**config.mk**
```make
export PLATFORM = sky130hd
export DESIGN_NAME = line_tracker_bands
export DESIGN_NICKNAME = d
export VERILOG_FILES = /design/src/rtl/line_tracker_bands.sv
export SDC_FILE = /design/constraint.sdc
export NUM_CORES = 2
export LEC_CHECK = 0
export BUFFER_PORTS_ARGS = -buffer_cell sky130_fd_sc_hd__buf_2
export CAP_MARGIN = 20
export CORE_MARGIN = 2
export CORE_UTILIZATION = 40
export DETAILED_ROUTE_END_ITERATION = 6
export GPL_TIMING_DRIVEN = 0
export HOLD_SLACK_MARGIN = 0.08
export MAX_ROUTING_LAYER = met4
export SYNTH_ARGS = -nofsm -noshare
export SYNTH_HDL_FRONTEND = slang
export SYNTH_SLANG_ARGS = --single-unit
```
**constraint.sdc**
```tcl
create_clock -name pclk -period 4.85 [get_ports pclk]
set_input_delay 0.97 -clock pclk [delete_from_list [all_inputs] [get_ports pclk]]
set_output_delay 0.97 -clock pclk [all_outputs]
set_load 0.005 [all_outputs]
```
**src/rtl/line_tracker_bands.sv**
```systemverilog
// line_tracker_bands: pclk-domain multi-band line tracker.
//   Classifies captured pixels against runtime RGB444 thresholds and keeps a
//   matched count and x-sum for NUM_BANDS horizontal bands. The bands are
//   stacked upward from the bottom of the previous frame's height. On each
//   vsync rise the sums are snapshotted. One shared restoring divider then
//   computes each band's centroid, and the records stream out in band order.
// Ports:
//   pclk, reset_n          clock, async active-low reset
//   vsync, href, we, pix   camera sync, line valid, write strobe, pixel
//   thr_*, min_px          colour thresholds, detection count threshold
//   frame_pulse            one-cycle pulse per frame boundary
//   width_px, height_ln    geometry measured over the last frame
//   res_*                  valid/ready result stream, one record per band
//   busy, overrun_cnt      sequence in progress, frames dropped while busy

// Per-band accumulator: band-window test and the count/x-sum registers.
module line_tracker_band_acc #(
  parameter int K          = 0,
  parameter int BAND_LINES = 16,
  parameter int CNT_W      = 16,
  parameter int ACC_W      = 32
) (
  input  logic             pclk,
  input  logic             reset_n,
  input  logic             clr,
  input  logic             hit,
  input  logic [CNT_W-1:0] x,
  input  logic [CNT_W-1:0] y,
  input  logic [CNT_W-1:0] h_prev,
  output logic [ACC_W-1:0] sum_n,
  output logic [ACC_W-1:0] sum_x
);
  int   hi, lo;
  logic in_band;

  // Band K spans [h_prev-(K+1)*BL, h_prev-K*BL). The lower bound is clamped
  // at 0. An upper bound <= 0, which includes h_prev == 0, matches nothing.
  always_comb begin
    hi = int'(h_prev) - K * BAND_LINES;
    lo = hi - BAND_LINES;
    if (lo < 0) lo = 0;
    in_band = (hi > 0) && (int'(y) >= lo) && (int'(y) < hi);
  end

  always_ff @(posedge pclk or negedge reset_n) begin
    if (!reset_n) begin
      sum_n <= '0;
      sum_x <= '0;
    end else if (clr) begin
      sum_n <= '0;
      sum_x <= '0;
    end else if (hit && in_band) begin
      sum_n <= sum_n + ACC_W'(1);
      sum_x <= sum_x + ACC_W'(x);
    end
  end
endmodule

module line_tracker_bands #(
  parameter int NUM_BANDS  = 4,
  parameter int BAND_LINES = 16,
  parameter int PIX_W      = 12,
  parameter int CNT_W      = 16,
  parameter int ACC_W      = 32,
  localparam int BAND_W    = (NUM_BANDS > 1) ? $clog2(NUM_BANDS) : 1
) (
  input  logic              pclk,
  input  logic              reset_n,
  input  logic              vsync,
  input  logic              href,
  input  logic              we,
  input  logic [PIX_W-1:0]  pix,
  input  logic [3:0]        thr_r_min,
  input  logic [3:0]        thr_g_min,
  input  logic [3:0]        thr_b_max,
  input  logic [ACC_W-1:0]  min_px,
  output logic              frame_pulse,
  output logic [CNT_W-1:0]  width_px,
  output logic [CNT_W-1:0]  height_ln,
  output logic              res_valid,
  input  logic              res_ready,
  output logic [BAND_W-1:0] res_band,
  output logic [CNT_W-1:0]  res_cx,
  output logic [ACC_W-1:0]  res_count,
  output logic              res_detected,
  output logic              busy,
  output logic [7:0]        overrun_cnt
);
  localparam int DCW = $clog2(ACC_W) + 1;

  typedef enum logic [1:0] {IDLE, LOAD, DIV, PRESENT} state_t;
  state_t state, state_nx;

  logic href_d, vsync_d, href_rise, vsync_rise;
  logic [CNT_W-1:0] x, y, width_latch, height_latch, h_prev;
  logic line_wr, width_set, colour_ok, hit;

  logic [NUM_BANDS-1:0][ACC_W-1:0] acc_n, acc_x, sh_n, sh_x;
  logic [BAND_W-1:0] band;
  logic [ACC_W-1:0]  rem, dvd, dsr;
  logic [ACC_W:0]    trial;
  logic [DCW-1:0]    div_cnt;

  assign href_rise  = ~href_d & href;
  assign vsync_rise = ~vsync_d & vsync;
  assign busy       = (state != IDLE);

  assign colour_ok = (pix[11:8] >= thr_r_min) && (pix[7:4] >= thr_g_min) &&
                     (pix[3:0] <= thr_b_max);
  // A write that coincides with the frame boundary is discarded.
  assign hit = we && colour_ok && !vsync_rise;

  // Line/geometry tracking. A line counts only once the next href rise shows
  // that it received at least one write.
  always_ff @(posedge pclk or negedge reset_n) begin
    if (!reset_n) begin
      href_d <= 1'b0; vsync_d <= 1'b0; frame_pulse <= 1'b0;
      x <= '0; y <= '0; line_wr <= 1'b0; width_set <= 1'b0;
      width_latch <= '0; height_latch <= '0; h_prev <= '0;
      width_px <= '0; height_ln <= '0; overrun_cnt <= '0;
    end else begin
      href_d      <= href;
      vsync_d     <= vsync;
      frame_pulse <= vsync_rise;
      if (vsync_rise) begin
        width_px     <= width_latch;
        height_ln    <= height_latch;
        h_prev       <= height_latch;
        x            <= '0;
        y            <= '0;
        line_wr      <= 1'b0;
        width_set    <= 1'b0;
        width_latch  <= '0;
        height_latch <= '0;
        if (state != IDLE && overrun_cnt != 8'hFF)
          overrun_cnt <= overrun_cnt + 8'd1;
      end else if (href_rise) begin
        x       <= '0;
        line_wr <= 1'b0;
        if (line_wr) begin
          y            <= y + CNT_W'(1);
          height_latch <= y + CNT_W'(1);
          if (!width_set) begin
            width_latch <= x;
            width_set   <= 1'b1;
          end
        end
      end else if (we) begin
        x       <= x + CNT_W'(1);
        line_wr <= 1'b1;
      end
    end
  end

  for (genvar k = 0; k < NUM_BANDS; k++) begin : g_band
    line_tracker_band_acc #(
      .K(k), .BAND_LINES(BAND_LINES), .CNT_W(CNT_W), .ACC_W(ACC_W)
    ) u_acc (
      .pclk(pclk), .reset_n(reset_n), .clr(vsync_rise), .hit(hit),
      .x(x), .y(y), .h_prev(h_prev), .sum_n(acc_n[k]), .sum_x(acc_x[k])
    );
  end

  always_ff @(posedge pclk or negedge reset_n) begin
    if (!reset_n) state <= IDLE;
    else          state <= state_nx;
  end

  always_comb begin
    state_nx = state;
    case (state)
      IDLE:    if (vsync_rise) state_nx = LOAD;
      LOAD:    state_nx = (sh_n[band] == '0) ? PRESENT : DIV;
      DIV:     if (div_cnt == DCW'(ACC_W - 1)) state_nx = PRESENT;
      PRESENT: if (res_valid && res_ready)
                 state_nx = (band == BAND_W'(NUM_BANDS - 1)) ? IDLE : LOAD;
      default: state_nx = IDLE;
    endcase
  end

  // Restoring step: shift the next dividend bit into the remainder and keep
  // the subtraction when it does not borrow.
  assign trial = {rem, dvd[ACC_W-1]} - {1'b0, dsr};

  always_ff @(posedge pclk or negedge reset_n) begin
    if (!reset_n) begin
      sh_n <= '0; sh_x <= '0; band <= '0;
      rem <= '0; dvd <= '0; dsr <= '0; div_cnt <= '0;
      res_valid <= 1'b0; res_band <= '0; res_cx <= '0;
      res_count <= '0; res_detected <= 1'b0;
    end else begin
      if (vsync_rise && state == IDLE) begin
        sh_n <= acc_n;
        sh_x <= acc_x;
        band <= '0;
      end
      case (state)
        LOAD: begin
          rem     <= '0;
          dsr     <= sh_n[band];
          dvd     <= (sh_n[band] == '0) ? '0 : sh_x[band];
          div_cnt <= '0;
        end
        DIV: begin
          rem     <= trial[ACC_W] ? {rem[ACC_W-2:0], dvd[ACC_W-1]} : trial[ACC_W-1:0];
          dvd     <= {dvd[ACC_W-2:0], ~trial[ACC_W]};
          div_cnt <= div_cnt + DCW'(1);
        end
        PRESENT: begin
          // Fields load once on entry and hold until the handshake.
          if (!res_valid) begin
            res_valid    <= 1'b1;
            res_band     <= band;
            res_cx       <= dvd[CNT_W-1:0];
            res_count    <= sh_n[band];
            res_detected <= (sh_n[band] != '0) && (sh_n[band] >= min_px);
          end else if (res_ready) begin
            res_valid <= 1'b0;
            band      <= (band == BAND_W'(NUM_BANDS - 1)) ? '0 : band + BAND_W'(1);
          end
        end
        default: ;
      endcase
    end
  end
endmodule

```
==> impl_metrics.yaml <==
layout:
  fin_util_pct: 48.3
  final_layout_size_suffix_gt1_share_pct: 21.0
  area_growth_pct: 19.9
  fillers: 9781
  nets: 5005
  insertedDiodeCount: 0
  fin_area_sq_mm: 0.0516
worst_setup_path:
  cp.required_ns: 5.44
  startpoint_type: "register"
  cp_max_fo: 5
  reg2reg_to: "g_band[2].u_acc.sum_n[23]"
  cp_slowest_cell: "or4_4"
  worstSetupPathType: "register to register"
  rr_worst_depth: 25
  cp_num_buf_inv: 6
  critical_path_depth: 25
  reg2reg_slack_ns: -0.20
  rr_startpoint: "h_prev[6]"
  max_stage_delay_ns: 0.50
  path_delay_family: "simple AND/OR/NAND/NOR gates"
  crit_arrival_ns: 5.64
  worstSetupEndpointType: "register"
floorplanning:
  chipWidth_um: 332
  io_pins: 156
  rows: 120
  die_area_sq_mm: 0.110
  initial_core_util_pct: 40.3
  core_sq_mm: 0.107
  die_y_um: 332
detailed_routing:
  via_per_inst: 5.71
  wirelength_um: 137000
  drtAntennaViolNets: 0
  drc_errors: 0
  post_drt_wl_per_cell_um: 22.4
  via_count: 35020
  dr.pass1.iters: 6
  drtIter0Drc: 3098
power_and_ir_drop:
  finalPower_w: 0.0206
  leakagePower_nw: 24.7
  peakVddDrop_mv: 0.409
  p_per_area_mw_per_mm2: 400
synth:
  synth_area_sq_mm: 0.0431
  netlist_instances: 4299
  synth.area.top_cells: "dfrtp_1 (44%), ha_1 (7.9%), mux2_2 (6.2%)"
  ys_seq_elements: 763
  synth_top_area_share_pct: 44.3
  synth-edff-count: 0
  ys.flop_type: "dfrtp_1"
  yosysTopAreaCell: "dfrtp_1"
  synth_cell_type_count: 84
  seq_area_frac_synth_pct: 44.3
  synth_nets: 4639
  synth-async-reset-ratio_pct: 100
  syn_avg_cell_area_sq_um: 10.0
  yosys_warnings: 0
global_routing:
  overflow: 0
  grt_pass1_wl_um: 207000
  grt_pass1_vias: 33731
  grt_max_degree: 111
  groute.usage.overall_pct: 25.0
  antenna_found_initial: 0
sta:
  finClkSkew_ns: 0.0564
  relSlewSlack_pct: 13.6
  period_share_pct: 104
  fin_crit_ns: 5.05
  finalWorstSetupSlack_ns: -0.200
  max_freq_mhz: 198
  report.final.slew_viol_count: 0
  tightest_slew_ns: 1.30
  rsz0062_at_grt: "true"
  hold_viol: 0
  finalSetupViolations: 105
placed_design:
  port_buffers: 154
  dp_hpwl_um: 97900
  placed_area_sq_mm: 0.0459
  place.gp.congestion: 0.944
clock_tree:
  clkSlewWorstSetupHoldPaths_ns: 0.06
  root_buffer: "clkbuf_16"
  clock_sinks: 763
  numCtsBuffers: 90
  clock_latency_ns: 0.69
  clockBufferDepth: 3
  ctsHtreeMaxLevel: 3
  cts_tree: "built"
worst_hold_path:
  hold_path_class: "input pin to async pin"
status:
  violations: "negative setup slack"
  status: "finished with violations"
run:
  cap_violations: 0
## registers in the layout (all words and copies together), names as in the netlist, 2 cells and up
register,flops
x,16
res_count,32
sh_x,128
res_band,2
g_band.u_acc.sum_x,128
height_latch,16
res_cx,16
dsr,32
dvd,32
g_band.u_acc.sum_n,128
state,2
h_prev,16
rem,32
width_px,16
width_latch,16
overrun_cnt,8
div_cnt,6
band,2
sh_n,128
## logic make-up (layout without fill, tap and decap cells)
group                    count (synthesis)  in the layout  synth area share, %
multiplexers                           374            374                 11.2
XOR/XNOR                               231            231                 4.72
adder cells (fa/ha/maj)                279            279                 8.19
buffers and inverters                  362            793                 3.20
AO/OA/AOI/OAI                          802            802                 11.8
AND/OR/NAND/NOR                       1488           1491                 16.5
flip-flops                             763            763                 44.3
## final cells by class
class	count	area, sq um	area share [%]
Inverter	157	601	1.16
Tap cell	1403	1760	3.40
Multi-Input combinational cell	3177	23900	46.3
Buffer	196	1070	2.07
Clock buffer	121	2480	4.80
Clock inverter	39	558	1.08
Sequential cell	763	19100	37.0
Timing Repair Buffer	280	2140	4.14
## placed cells by master (no fill, tap or decap), drive strengths merged, types with 9 or more instances in the layout
cell type	instances
nand4	89
nor2	237
and3	53
o21a	22
nand2b	53
nand3	148
or2	16
buf	327
nor3	51
ha	273
o21bai	15
mux4	64
a2bb2oi	32
and2	20
a21o	83
inv	155
nor2b	19
a211oi	13
a31oi	20
or4	38
o2bb2ai	23
nand2	644
xor2	120
nor4b	10
o21ai	236
mux2	237
or3	37
dfrtp	763
mux2i	73
and4	13
clkinv	27
nor3b	14
o31ai	43
clkbuf	269
nor4	32
xnor2	111
a21oi	205
o211ai	29
bufinv	9
## layer usage
layer / global-route usage, % / part of all wire [%]
met5: - / 0
met3: 4.11 / 6.6
met4: 7.54 / 3.2
met2: 37.2 / 45
met1: 34.9 / 46
## power by group
group          switching (W)  internal [W]
combinational        0.00404       0.00254
clock                0.00293       0.00411
sequential          0.000294       0.00673
total                0.00727        0.0134
## worst max-delay path by stage
stage	from	endpoint	slack (ns)
after floorplan	h_prev[6]	g_band[3].u_acc.sum_x[12]	0.002
after global placement	reset_n	x[9]	-14.19
after detailed placement	h_prev[6]	g_band[3].u_acc.sum_n[24]	-1.91
after CTS	h_prev[6]	g_band[3].u_acc.sum_n[24]	-0.03
after global routing	h_prev[6]	g_band[2].u_acc.sum_n[23]	-0.34
final	h_prev[6]	g_band[2].u_acc.sum_n[23]	-0.20
## synth_stat cells (all sizes together) (64+ instances only)
cell,count
o21ai,236
xnor2,111
mux4,64
nand2,643
nand3,146
mux2,237
dfrtp,763
clkbuf,168
ha,273
inv,152
mux2i,73
nand4,89
xor2,120
a21o,83
a21oi,205
nor2,237
## metrics by stage
step	setup slack (ns)	std cells	setup TNS [ns]	hold slack [ns]
final	-0.200	6136	-7.29	0.164
after global placement	-14.19	5856	-	0.457
after detailed placement	-1.91	5867	-321.06	0.456
after global routing	-0.336	6136	-24.94	0.193
after CTS	-0.0280	6083	-0.139	0.160
after floorplan	0.00211	4299	0	0.439
## timing repair
| item | CTS | global route |
|---|---|---|
| hold buffers | 0 | 0 |
| pin swaps | 47 | 89 |
| endpoints found under the hold margin | 0 | 0 |
| cloned | 4 | 5 |
| gates resized for setup | 175 | 268 |
| buffers inserted | 57 | 50 |
| endpoints found under the setup margin | 254 | 231 |
Note: power is estimated with default switching activity, not from simulation.
